**src/rtl/frame_pkg.sv**
```systemverilog
// rtl/frame_pkg.sv - shared state encoding and default frame geometry for the row buffer
package frame_pkg;

    typedef enum logic [1:0] {
        FILL    = 2'd0,
        PENDING = 2'd1,
        CLEAR   = 2'd2
    } state_t;

    localparam int DEF_N_ROWS = 8;
    localparam int DEF_ROW_W  = 40;
    localparam int DEF_CNT_W  = 16;

endpackage

```
**src/rtl/frame_row_buffer_if.sv**
```systemverilog
// rtl/frame_row_buffer_if.sv - producer row-write channel (valid/ready with last-row commit)
interface frame_row_buffer_if
    import frame_pkg::*;
#(
    parameter int N_ROWS = DEF_N_ROWS,
    parameter int ROW_W  = DEF_ROW_W
);
    localparam int RIDX_W = $clog2(N_ROWS);

    logic              wr_valid;
    logic              wr_ready;
    logic [RIDX_W-1:0] wr_row;
    logic [ROW_W-1:0]  wr_data;
    logic              wr_last;

    modport master (
        output wr_valid,
        output wr_row,
        output wr_data,
        output wr_last,
        input  wr_ready
    );

    modport slave (
        input  wr_valid,
        input  wr_row,
        input  wr_data,
        input  wr_last,
        output wr_ready
    );

endinterface

```
**src/rtl/row_bank.sv**
```systemverilog
// rtl/row_bank.sv - one N_ROWS x ROW_W register bank with write, registered read and row clear
module row_bank
    import frame_pkg::*;
#(
    parameter int  N_ROWS = DEF_N_ROWS,
    parameter int  ROW_W  = DEF_ROW_W,
    localparam int RIDX_W = $clog2(N_ROWS)
) (
    input  logic              clk,
    input  logic              rst,
    input  logic              wr_en,
    input  logic [RIDX_W-1:0] wr_row,
    input  logic [ROW_W-1:0]  wr_data,
    input  logic              clr_en,
    input  logic [RIDX_W-1:0] clr_row,
    input  logic [RIDX_W-1:0] rd_row,
    output logic [ROW_W-1:0]  rd_data
);

    logic [ROW_W-1:0] mem [N_ROWS];
    logic             wr_hit;
    logic             rd_hit;

    // Row indices can encode values past the last row when N_ROWS is not a power of two.
    assign wr_hit = {1'b0, wr_row} < (RIDX_W+1)'(N_ROWS);
    assign rd_hit = {1'b0, rd_row} < (RIDX_W+1)'(N_ROWS);

    // Storage update and registered read; clear wins over write (they never coincide in use).
    always_ff @(posedge clk) begin
        if (!rst) begin
            for (int i = 0; i < N_ROWS; i++) begin
                mem[i] <= '0;
            end
            rd_data <= '0;
        end else begin
            if (clr_en) begin
                mem[clr_row] <= '0;
            end else if (wr_en && wr_hit) begin
                mem[wr_row] <= wr_data;
            end
            rd_data <= rd_hit ? mem[rd_row] : '0;
        end
    end

endmodule

```
**src/rtl/frame_row_buffer.sv**
```systemverilog
// rtl/frame_row_buffer.sv - double-buffered row store, swaps on frame_start; FRAME_ROW_BUFFER_CLEAR_EN zeroes the new back bank after each swap
module frame_row_buffer
    import frame_pkg::*;
#(
    parameter int  N_ROWS = DEF_N_ROWS,
    parameter int  ROW_W  = DEF_ROW_W,
    parameter int  CNT_W  = DEF_CNT_W,
    localparam int RIDX_W = $clog2(N_ROWS)
) (
    input  logic                     clk,
    input  logic                     rst,
    frame_row_buffer_if.slave        wr_if,
    input  logic                     frame_start,
    input  logic [RIDX_W-1:0]        rd_row,
    output logic [ROW_W-1:0]         rd_data,
    output logic                     commit_pending,
    output logic                     front_sel,
    output logic [CNT_W-1:0]         frame_count
);

    state_t            state;
    state_t            state_n;
    logic              accept;
    logic              swap;
    logic              clr_en;
    logic [RIDX_W-1:0] clr_row;
    logic              rd_sel;
    logic [ROW_W-1:0]  rd_data0;
    logic [ROW_W-1:0]  rd_data1;

`ifdef FRAME_ROW_BUFFER_CLEAR_EN
    logic [RIDX_W-1:0] clr_idx;
    assign clr_row = clr_idx;
`else
    assign clr_row = '0;
`endif

    assign wr_if.wr_ready = rst && (state == FILL);
    assign accept         = wr_if.wr_valid && wr_if.wr_ready;
    assign commit_pending = (state == PENDING);

    // Next-state: commit on the last accepted row, swap only from PENDING on frame_start.
    always_comb begin
        state_n = state;
        swap    = 1'b0;
        clr_en  = 1'b0;
        case (state)
            FILL: begin
                if (accept && wr_if.wr_last) begin
                    state_n = PENDING;
                end
            end
            PENDING: begin
                if (frame_start) begin
                    swap = 1'b1;
`ifdef FRAME_ROW_BUFFER_CLEAR_EN
                    state_n = CLEAR;
`else
                    state_n = FILL;
`endif
                end
            end
`ifdef FRAME_ROW_BUFFER_CLEAR_EN
            CLEAR: begin
                clr_en = 1'b1;
                if (clr_idx == RIDX_W'(N_ROWS - 1)) begin
                    state_n = FILL;
                end
            end
`endif
            default: state_n = FILL;
        endcase
    end

    // State register, bank selection, swap counter and read-mux select (pre-edge front_sel).
    always_ff @(posedge clk) begin
        if (!rst) begin
            state       <= FILL;
            front_sel   <= 1'b0;
            frame_count <= '0;
            rd_sel      <= 1'b0;
        end else begin
            state  <= state_n;
            rd_sel <= front_sel;
            if (swap) begin
                front_sel   <= ~front_sel;
                frame_count <= frame_count + CNT_W'(1);
            end
        end
    end

`ifdef FRAME_ROW_BUFFER_CLEAR_EN
    // Clear sweep index, ascending from row 0 while in CLEAR.
    always_ff @(posedge clk) begin
        if (!rst) begin
            clr_idx <= '0;
        end else if (clr_en && (clr_idx != RIDX_W'(N_ROWS - 1))) begin
            clr_idx <= clr_idx + RIDX_W'(1);
        end else begin
            clr_idx <= '0;
        end
    end
`endif

    assign rd_data = rd_sel ? rd_data1 : rd_data0;

    row_bank #(.N_ROWS(N_ROWS), .ROW_W(ROW_W)) u_bank0 (
        .clk     (clk),
        .rst     (rst),
        .wr_en   (accept && front_sel),
        .wr_row  (wr_if.wr_row),
        .wr_data (wr_if.wr_data),
        .clr_en  (clr_en && front_sel),
        .clr_row (clr_row),
        .rd_row  (rd_row),
        .rd_data (rd_data0)
    );

    row_bank #(.N_ROWS(N_ROWS), .ROW_W(ROW_W)) u_bank1 (
        .clk     (clk),
        .rst     (rst),
        .wr_en   (accept && !front_sel),
        .wr_row  (wr_if.wr_row),
        .wr_data (wr_if.wr_data),
        .clr_en  (clr_en && !front_sel),
        .clr_row (clr_row),
        .rd_row  (rd_row),
        .rd_data (rd_data1)
    );

endmodule

```
**src/flat_wrapper.sv**
```systemverilog
// flat-port wrapper written by rule: the top's interface ports become plain ports
module frame_row_buffer_flat import frame_pkg::*;
#(
    parameter int  N_ROWS = DEF_N_ROWS,
    parameter int  ROW_W  = DEF_ROW_W,
    parameter int  CNT_W  = DEF_CNT_W,
    localparam int RIDX_W = $clog2(N_ROWS)
)
  (clk, rst, frame_start, rd_row, rd_data, commit_pending, front_sel, frame_count, wr_if_wr_valid, wr_if_wr_row, wr_if_wr_data, wr_if_wr_last, wr_if_wr_ready);
  frame_row_buffer_if #(.N_ROWS(N_ROWS), .ROW_W(ROW_W)) wr_if_i ();
  input  logic clk;
  input  logic rst;
  input  logic frame_start;
  input  logic [RIDX_W-1:0] rd_row;
  output logic [ROW_W-1:0] rd_data;
  output logic commit_pending;
  output logic front_sel;
  output logic [CNT_W-1:0] frame_count;
  input wire logic [$bits(wr_if_i.wr_valid)-1:0] wr_if_wr_valid;
  input wire logic [$bits(wr_if_i.wr_row)-1:0] wr_if_wr_row;
  input wire logic [$bits(wr_if_i.wr_data)-1:0] wr_if_wr_data;
  input wire logic [$bits(wr_if_i.wr_last)-1:0] wr_if_wr_last;
  output wire logic [$bits(wr_if_i.wr_ready)-1:0] wr_if_wr_ready;
  assign wr_if_i.wr_valid = wr_if_wr_valid;
  assign wr_if_i.wr_row = wr_if_wr_row;
  assign wr_if_i.wr_data = wr_if_wr_data;
  assign wr_if_i.wr_last = wr_if_wr_last;
  assign wr_if_wr_ready = wr_if_i.wr_ready;
  frame_row_buffer #(.N_ROWS(N_ROWS), .ROW_W(ROW_W), .CNT_W(CNT_W)) u_core (.clk(clk), .rst(rst), .wr_if(wr_if_i), .frame_start(frame_start), .rd_row(rd_row), .rd_data(rd_data), .commit_pending(commit_pending), .front_sel(front_sel), .frame_count(frame_count));
endmodule
```
**config.mk**
```make
export PLATFORM = sky130hd
export DESIGN_NAME = frame_row_buffer_flat
export DESIGN_NICKNAME = d
export VERILOG_FILES = /design/src/rtl/frame_pkg.sv /design/src/rtl/frame_row_buffer_if.sv /design/src/rtl/row_bank.sv /design/src/rtl/frame_row_buffer.sv /design/src/flat_wrapper.sv
export SDC_FILE = /design/constraint.sdc
export NUM_CORES = 1
export LEC_CHECK = 0
export ABC_AREA = 1
export CAP_MARGIN = 30
export CORE_MARGIN = 5
export CORE_UTILIZATION = 57
export DETAILED_ROUTE_END_ITERATION = 6
export HOLD_SLACK_MARGIN = 0.05
export PLACE_DENSITY = 0.71
export SETUP_SLACK_MARGIN = 0.02
export SYNTH_ARGS = -nofsm -noshare
export SYNTH_HDL_FRONTEND = slang
export SYNTH_SLANG_ARGS = --single-unit
export TNS_END_PERCENT = 100
```
**constraint.sdc**
```tcl
create_clock -name clk -period 4.2 [get_ports clk]
set_input_delay 0.42 -clock clk [delete_from_list [all_inputs] [get_ports clk]]
set_output_delay 0.42 -clock clk [all_outputs]
set_load 0.01 [all_outputs]
```
## Yosys cells after proc, flatten, opt, wreduce, memory -nomap -nowiden

Memories as Yosys holds them, arrays and structs flattened. A register that Yosys moved wholly into a read port is not among the register bits.
Cells that the tools add are included.

- Register bits: 20
- RAM bits: 640
- Word-level logic and storage cells: 42
- Memories: 2

- Add/sub/neg operators: 1
- Equal/unequal tests: 3
- Multiplexer cells: 19
- Bitwise logic cells: 1
- Reduce and logical (&&, ||, !) cells: 12

Memory list:

| memory | words | bits a word | rd ports | clocked after memory_dff | wr ports | RTL line | source |
|---|---|---|---|---|---|---|---|
| u_core.u_bank0.mem | 8 | 40 | 1 | 1 | 8 | row_bank.sv:20 | `logic [ROW_W-1:0] mem [N_ROWS];` |
| u_core.u_bank1.mem | 8 | 40 | 1 | 1 | 8 | row_bank.sv:20 |  |

Operators by type and width:

| operator | number |
|---|---|
| $mux 40 | 3 |
| $reduce_or 40->1 | 2 |
| $add 16x1->16 const B | 1 |
| $mux 1 | 11 |
| $mux 3 | 2 |
| $logic_and 1x1->1 | 5 |
| $mux 2 | 2 |
| $ne 2x2->1 const B | 2 |
| $pmux 2 s2 | 1 |
| $logic_not 1->1 | 3 |
| $eq 2x1->1 const B | 1 |
| $logic_not 2->1 | 1 |
| $reduce_and 2->1 | 1 |
| $not 1->1 | 1 |

## Longest topological paths before layout

- Depth after elaboration: 9
- Depth in mapped cells: 9
- Depth with buffers taken out: 7

## Hierarchy

Synthesis repeated with hierarchy kept, for this count alone.

- Cell total of the unflattened synthesis: 3477
- Area total of the unflattened synthesis: 32716.4 µm²

Modules (own cells, without submodules):

| module | instances | cells an instance | area each (µm²) | seq. area each (µm²) |
|---|---|---|---|---|
| row_bank at u_core.u_bank1 | 1 | 1644 | 15621.2 | 10410.0 |
| row_bank at u_core.u_bank0 | 1 | 1644 | 15618.7 | 10410.0 |
| frame_row_buffer | 1 | 189 | 1476.4 | 380.4 |

## Worst setup path before layout

Ideal clock, no wire load.

- Path type: input -> register
- From: input port rst
- To: memory u_core.u_bank0.mem[6][0] in the netlist's numbering (enable)
- Arrival: 2228 ps
- Required time: 3802 ps
- Setup slack: 1574 ps
- Stages: 7
- Path buffers: 1
- Cells stage by stage: inv_2 nor2_2 nand2_1 nor2_2 nand4_1 buf_2 nand2_1

RTL lines:

| what | RTL line | source |
|---|---|---|
| start, declared | flat_wrapper.sv:12 | `input logic rst;` |
| end, declared | row_bank.sv:20 |  |

## Worst setup path after layout

- From: register u_core.rd_sel
- To: output port rd_data[31]

- Cells in the longest elaborated chain, start to end: 1

Ends and longest elaborated chain:

| what | RTL line | source |
|---|---|---|
| start, declared | frame_row_buffer.sv:27 | `logic rd_sel;` |
| start signal, assigned | frame_row_buffer.sv:84 | `rd_sel <= front_sel;` |
| $mux 40 | frame_row_buffer.sv:105 | `assign rd_data = rd_sel ? rd_data1 : rd_data0;` |
| end, declared | flat_wrapper.sv:15 | `output logic [ROW_W-1:0] rd_data;` |

Every way passes these cells.

==> key figures <==
Setup path
  • Startpoint type of the worst setup path: flip-flop
  • Crit. Startpoint: u_core.rd_sel$_SDFF_PN0_
  • Crit path required time: 3.78 ns
  • Flop-to-flop setup slack: 1.61 ns
  • Maximum fanout along the worst path: 16
  • Crit path buffers/inverters: 2
  • Stage delay of the slowest cell on the critical path: 0.69 ns
  • Ordered cell list for the critical path: buf_4 > mux2_2 > clkdlybuf4s50_1
  • Worst setup path class: flip-flop to output pin
  • CP max stage cell: sky130_fd_sc_hd__dfxtp_2
  • Reg2Reg Capture Point: u_core.u_bank0.mem[5][26]$_SDFFCE_PN0P_
  • Startpoint of the lowest-slack register-to-register path: u_core.state[0]$_SDFFE_PN0P_
  • Crit-path leading delay family: buffers and inverters
  • Worst EP arrival: 2.64 ns
  • Worst setup EP type: output pin
  • Depth of the worst register-to-register path: 6

Die
  • Chip Height: 243 um
  • Floorplan row count: 85
  • Placeable core region: 53800 sq um
  • Initial Utilization: 57.6%
  • Area enclosed by the die boundary: 59200 sq um
  • Count of boundary I/O pins: 110
  • Width of the die: 243 um

Clock tree
  • CTS Buffer Depth: 3
  • Buffer type at the clock tree root: sky130_fd_sc_hd__clkbuf_16
  • Buffer count from post-CTS setup fixing: 0
  • Clock transition time at the flip-flop clock pins of the worst setup and hold paths: 0.06 ns
  • Hold-fix buffers, CTS: 0
  • CTS H-tree depth: 3
  • CTS tree: yes
  • Total number of clock tree sinks: 739
  • Clk Latency, worst-skew pair: 0.61 ns
  • CTS resizes: 0
  • TritonCTS buffer count: 76

Detailed routing
  • Mean routed wirelength per cell: 22.7 um
  • Vias per Instance: 6.04
  • # DRC: 0
  • Overall via count from detail_route: 22600
  • Remaining antenna violation count: 0
  • First-iteration detailed-routing DRC count: 2680
  • Number of iterations in the first detailed-routing pass: 6
  • Wire length after detailed routing: 84900 um

Timing
  • Final setup violating endpoints: 0
  • Crit share post-route: 72.8%
  • Peak clock frequency supported by timing: 327 MHz
  • Smallest hold slack: 0.185 ns
  • Final critical delay including setup and external delays: 3.06 ns
  • Max-slew headroom: 40.7%
  • Final-report max-slew violation count: 0
  • Measured slew at the worst slew-check pin: 0.889 ns
  • Accumulated negative setup slack: 0 ns
  • RSZ-0062 raised after global routing: false
  • Final hold vios: 0
  • Worst clock skew on the final layout: 0.0154 ns
  • Fin worst setup slack: 1.14 ns

Finish
  • Ratio of cells with drive above 1 in the final layout: 7.80%
  • Filler cells: 4059
  • NumNets Final: 3025
  • Final instance area: 35000 sq um
  • Area occupied by multi-input gates: 8650 sq um
  • Post-synthesis to final-layout area growth: 13.0%
  • Sequential cell area: 21200 sq um

Placement
  • Gp weighted congestion: 0.870
  • Number of I/O port buffers: 109
  • Post-placement cell area: 32700 sq um
  • DP HPWL: 49500 um
  • Setup WS pre-CTS: 1.22 ns

Yosys
  • Most frequently used cell type in the post-synthesis netlist: sky130_fd_sc_hd__nor2_1
  • Syn avg cell area: 10.4 sq um
  • Ys async rst share: 0%
  • YS warnings: 0
  • Number of enable flip-flop cells after synthesis: 640
  • Top_reg_cell synth: sky130_fd_sc_hd__edfxtp_1
  • Sequential-to-total area share from yosys stat: 68.4%
  • Post-synth net total: 3027
  • Mapped Cells: 2975
  • Synth top area share: 62.0%
  • Most numerous cell types in the synthesized netlist: sky130_fd_sc_hd__nor2_1 (1228), sky130_fd_sc_hd__edfxtp_1 (640), sky130_fd_sc_hd__o21ai_0 (327)
  • Cell taking the most area after synthesis: sky130_fd_sc_hd__edfxtp_1
  • Total standard cell area after synthesis: 31000 sq um
  • Count of different cell masters after synthesis: 24
  • Leading cell types by total area after synthesis: sky130_fd_sc_hd__edfxtp_1 (62%), sky130_fd_sc_hd__nor2_1 (15%), sky130_fd_sc_hd__dfxtp_1 (6.4%), sky130_fd_sc_hd__o21ai_0 (5.3%), sky130_fd_sc_hd__o211ai_1 (1.9%)
  • Number of flip-flops and latches in the synthesized netlist: 739

GRT
  • Global-route wire length before repair: 128000 um
  • Number of antenna violations at the first check in global routing: 5
  • Overflow left after global routing: 0
  • Largest net degree at the start of global routing: 152
  • Number of global-route vias before repair: 21700
  • Total global routing track utilization: 28.0%

Power
  • Leakage power of the design: 13.3 nW
  • PD cells: 459 nW/um^2
  • Maximum vdd drop: 268 uV

Flow run
  • Reported max-cap violation count: 0

Run status
  • Outcome: completed

Hold path
  • Class of the most critical hold timing path: input port to flip-flop
  • Number of stages on the worst hold path: 3
  • Beginning of the worst hold path: rst
  • Capture endpoint of the worst hold path: u_core.u_bank1.rd_data[0]$_SDFF_PN0_
cells in the final DEF (no fill, tap or decap), types with 2 or more instances in the layout:
cell,count
sky130_fd_sc_hd__nor2_2,2
sky130_fd_sc_hd__inv_2,4
sky130_fd_sc_hd__edfxtp_1,640
sky130_fd_sc_hd__buf_12,13
sky130_fd_sc_hd__nand2_1,112
sky130_fd_sc_hd__clkinv_1,5
sky130_fd_sc_hd__clkbuf_1,36
sky130_fd_sc_hd__nand4_1,10
sky130_fd_sc_hd__xor2_1,3
sky130_fd_sc_hd__o21ai_0,327
sky130_fd_sc_hd__dfxtp_1,98
sky130_fd_sc_hd__o22ai_1,80
sky130_fd_sc_hd__buf_4,42
sky130_fd_sc_hd__diode_2,3
sky130_fd_sc_hd__bufinv_16,2
sky130_fd_sc_hd__nand3_2,12
sky130_fd_sc_hd__mux2_2,40
sky130_fd_sc_hd__nor2_1,1228
sky130_fd_sc_hd__clkinv_4,2
sky130_fd_sc_hd__inv_1,59
sky130_fd_sc_hd__buf_6,2
sky130_fd_sc_hd__a21oi_1,6
sky130_fd_sc_hd__nand3_1,5
sky130_fd_sc_hd__clkdlybuf4s50_1,105
sky130_fd_sc_hd__clkbuf_16,78
sky130_fd_sc_hd__inv_6,4
sky130_fd_sc_hd__clkbuf_8,6
sky130_fd_sc_hd__nor3_1,3
sky130_fd_sc_hd__o211ai_1,80
sky130_fd_sc_hd__nand2_2,16
sky130_fd_sc_hd__clkinv_2,8
cell type report:
class | count | area share, %
inverter | 64 | 0.707
tap | 696 | 2.49
clock inverter | 22 | 0.536
antenna | 3 | 0.0214
timing repair buffer | 164 | 4.83
multi-input combinational | 1928 | 24.7
clock buffer | 120 | 6.19
sequential | 739 | 60.5
per-layer routing:
metal  vias to the layer above  GRT usage, %  wire (um)
li1                      10100             -          -
met5                         -             0         12
met4                         2          8.04       2030
met1                     11000          38.7      32900
met3                       156          6.48       9750
met2                      1273          44.9      40200
stage by stage:
| step | instances | power, W | utilization, % |
|---|---|---|---|
| 6_report | 3736 | 0.0161 | 65.1 |
| 5_1_grt | 3736 | 0.0166 | 65.1 |
| 4_1_cts | 3733 | 0.0161 | 65.1 |
| 3_5_place_dp | 3591 | 0.00974 | 60.7 |
| 3_3_place_gp | 3590 | 0.00970 | 60.6 |
| 2_1_floorplan | 2975 | 0.00920 | - |
cell families (layout without fill, tap and decap cells):
family          count (synthesis)  in the layout  share of synthesized area (%)
simple gates                 1389           1389                           17.0
other cells                     0              3                              0
mux                            40             40                           1.45
buf+inv                       308            370                           4.04
compound gates                495            495                           8.98
xor+xnor                        3              3                         0.0848
fa+ha+maj                       1              1                         0.0404
flops                         739            739                           68.4
power breakdown:
part	total, W	switching [W]	internal [W]
clock	0.00646	0.00277	0.00369
sequential	0.00837	0.0000987	0.00827
combinational	0.00125	0.000874	0.000371
total	0.0161	0.00374	0.0123
worst min-delay path, stage by stage:
cell and delay, ns:
sky130_fd_sc_hd__buf_4 0.20, sky130_fd_sc_hd__nand2_1 0.09, sky130_fd_sc_hd__nor2_1 0.03
state kept, by name, summed over array words and instances, names as in the netlist:
| register | count |
|---|---|
| u_core.frame_count | 16 |
| u_core.front_sel | 1 |
| u_core.rd_sel | 1 |
| u_core.state | 1 |
| u_core.u_bank0.mem | 320 |
| u_core.u_bank0.rd_data | 40 |
| u_core.u_bank1.mem | 320 |
| u_core.u_bank1.rd_data | 40 |
worst max path at each step:
stage / end / slack, ns / depth (start not counted)
6_report: rd_data[31] / 1.14 / 3
5_1_grt: rd_data[29] / 1.09 / 3
3_3_place_gp: u_core.u_bank0.mem[5][26]$_SDFFCE_PN0P_ / 1.27 / 8
4_1_cts: rd_data[31] / 1.13 / 3
3_5_place_dp: u_core.u_bank0.mem[5][19]$_SDFFCE_PN0P_ / 1.22 / 8
2_1_floorplan: u_core.u_bank0.mem[6][0]$_SDFFCE_PN0P_ / 1.57 / 7
Note: power is estimated with default switching activity, not from simulation.
==> edit (config.mk and constraints unchanged) <==
Encoding of `state_t`: now one-hot (3 bits for 3 states).
--- a/src/rtl/frame_pkg.sv
+++ b/src/rtl/frame_pkg.sv
@@ -3,6 +3,6 @@
 
-    typedef enum logic [1:0] {
-        FILL    = 2'd0,
-        PENDING = 2'd1,
-        CLEAR   = 2'd2
+    typedef enum logic [2:0] {
+        FILL    = 3'b001,
+        PENDING = 3'b010,
+        CLEAR   = 3'b100
     } state_t;
Function: no difference found for any inputs over 4 cycles, from zero or initial values and one cycle with rst low; so few cycles prove little.
==> edit against the unedited design <==
Non-clock buffer count is 3 lower. Worst setup slack better by 220 ps. Global-route usage is 0.063 points lower. Die area is 3.4% higher. Critical path depth stayed put. Final area grew 1.8%. Area after synthesis grew 3.5%. Sequential cell count is 1 higher. Final cell count up 3.7%. Synthesized cell count up 3.1%. Power is 0.94% higher. Routed wire length grew 0.64%. First-iteration DRC count fell by 2.4%. Critical endpoint unchanged.
==> edit: results (changes against the unedited design) <==
status -> finished, final reports clean (unchanged)
Detailed Route Iter0 Violations -> 2617 (was 2680)
Static Leakage -> 13.6 nW (was 13.3 nW)
WP data arrival -> 2410 ps (was 2640 ps)
WL/cell -> 22.1 µm (was 22.7 µm)
delay-heaviest family, CP -> buffers and inverters (unchanged)
HP Class -> primary input to register (unchanged)
Seq/Total Area, Yosys -> 66.1% (was 68.4%)
Synth Warn # -> 0 (unchanged)
Clock transition at path regs -> 60 ps (about the same)
Async SR Flop Fraction -> 0% (unchanged)
max_slew headroom -> 33.1% (was 40.7%)
Final Hold Viols -> 0 (unchanged)
biggest regs -> u_core.u_bank0.mem x320, u_core.u_bank1.mem x320 (unchanged)
synthesized instance count -> 3066 (was 2975)
Final GP Congestion -> 0.834 (was 0.870)
Cell Count Post-Placement -> 3739 (was 3591)
Max clock buf depth -> 3 (unchanged)
Peak VDD IR -> 293 µV (was 268 µV)
first-pass detailed-route iteration total -> 6 (unchanged)
Via density -> 5.83 (was 6.04)
Critical Path Fanout Max -> 26 (was 16)
layout cells sized above 1 -> 12.0% (was 7.80%)
DP Worst Slack -> 882 ps (was 1220 ps)
Critical-path top delay cell -> dfxtp_2 (unchanged)
switching share of total power -> 22.6% (was 23.3%)
vias in the first global route -> 22.3k (was 21.7k)
H-Tree Depth -> 3 (unchanged)
GRT Overall Usage -> 27.9% (was 28.0%)
Post-synth EDFFs -> 640 (unchanged)
pin count of the biggest net entering global routing -> 156 (was 152)
first-pass GRT wire length -> 130000 µm (was 128000 µm)
Post-CTS Setup Repair Bufs -> 0 (unchanged)
port buffer count -> 109 (unchanged)
met1 Use GR -> 38.2% (was 38.7%)
grt met2 use -> 45.6% (was 44.9%)
synth top area cells -> edfxtp_1, nor2_1, o21ai_0 (was edfxtp_1, nor2_1, dfxtp_1)
Worst-Skew Late Latency -> 620 ps
top post-synthesis cells by count -> nor2_1, edfxtp_1, o21ai_0 (unchanged)
clk_skew -> 18.1 ps (was 15.4 ps)
M3 GR Usage -> 4.41% (was 6.48%)
Inserted Clock Buffers -> 74 (was 76)
drt total wl -> 85500 µm (was 84900 µm)
count of different cell masters after synthesis -> 27 (was 24)
dpl hpwl -> 48400 µm (was 49500 µm)
antenna violations before repair -> 0 (was 5)
max incr delay on CP -> 590 ps (was 690 ps)
# fillers -> 4379 (was 4059)
CTS resizes -> 0 (unchanged)
root buf cell -> clkbuf_16 (unchanged)
==> edit: cell count changes after synthesis, moves of 58 or more <==
cell      delta
nor2_2     +133
o21ai_0    +126
o21ai_1    +111
nand2_1     -80
o211ai_1    -80
o22ai_1     -80
buf_6       +65
nor2_1      -58
==> edit: final timing paths <==
kind	startpoint	cells past startpoint	endpoint	slack, ps
max	u_core.rd_sel$_SDFF_PN0_	3	rd_data[31]	1370
min	rst	3	u_core.frame_count[7]$_SDFFE_PN0P_	110
max reg2reg	u_core.state[0]$_SDFFE_PN1P_	7	u_core.u_bank0.mem[4][0]$_SDFFCE_PN0P_	1640
min reg2reg	u_core.frame_count[2]$_SDFFE_PN0P_	2	u_core.frame_count[2]$_SDFFE_PN0P_	500
==> edit: per-stage QoR <==
step	power (mW)	cell area [µm²]
after CTS	16.3	35700
final	16.2	35700
after global routing	16.7	35700
after global placement	9.67	33200
after detailed placement	9.70	33200
after floorplan	9.19	32100
==> edit: metal layers <==
metal / routed length (µm) / vias to the layer above
met3: 7270 / 168
met5: 0 / -
li1: - / 10300
met2: 41300 / 1134
met4: 3260 / 0
met1: 33600 / 11000
==> edit: layout make-up <==
cell class                      count  area, µm²  share of cell area (%)
Clock inverter                     19        221                   0.621
Clock buffer                      114       2220                    6.22
Antenna cell                        1       2.50                 0.00701
Sequential cell                   740      21200                    59.5
Timing Repair Buffer              161       1600                    4.48
Multi-Input combinational cell   2015       9200                    25.8
Tap cell                          756        946                    2.65
Inverter                           68        265                   0.744
==> edit: logic make-up (layout without fill, tap and decap cells) <==
logic type / after synthesis / after routing / synth area share [%]
mux: 40 / 40 / 1.40
flops: 740 / 740 / 66.1
buf+inv: 311 / 362 / 5.33
other cells: 0 / 1 / 0
fa+ha+maj: 1 / 1 / 0.0390
xor+xnor: 3 / 3 / 0.0819
compound gates: 574 / 574 / 8.98
simple gates: 1397 / 1397 / 18.0
==> edit: worst register-to-register path: stages, from the launching register on <==
cell     delay (ps)
dfxtp_1         300
inv_1            70
nor3_4          240
nand2_4         140
nor2_8          300
nand2_4         430
nand2_2         180
buf_4           510
==> edit: power groups by stage <==
stage | Combinational [mW] | Sequential (mW) | Clock, mW
2_1_floorplan | 0.711 | 8.48 | 0
4_1_cts | 1.19 | 8.36 | 6.71
6_report | 1.20 | 8.36 | 6.66
3_5_place_dp | 1.19 | 8.51 | 0
5_1_grt | 1.30 | 8.38 | 7.01
3_3_place_gp | 1.17 | 8.50 | 0
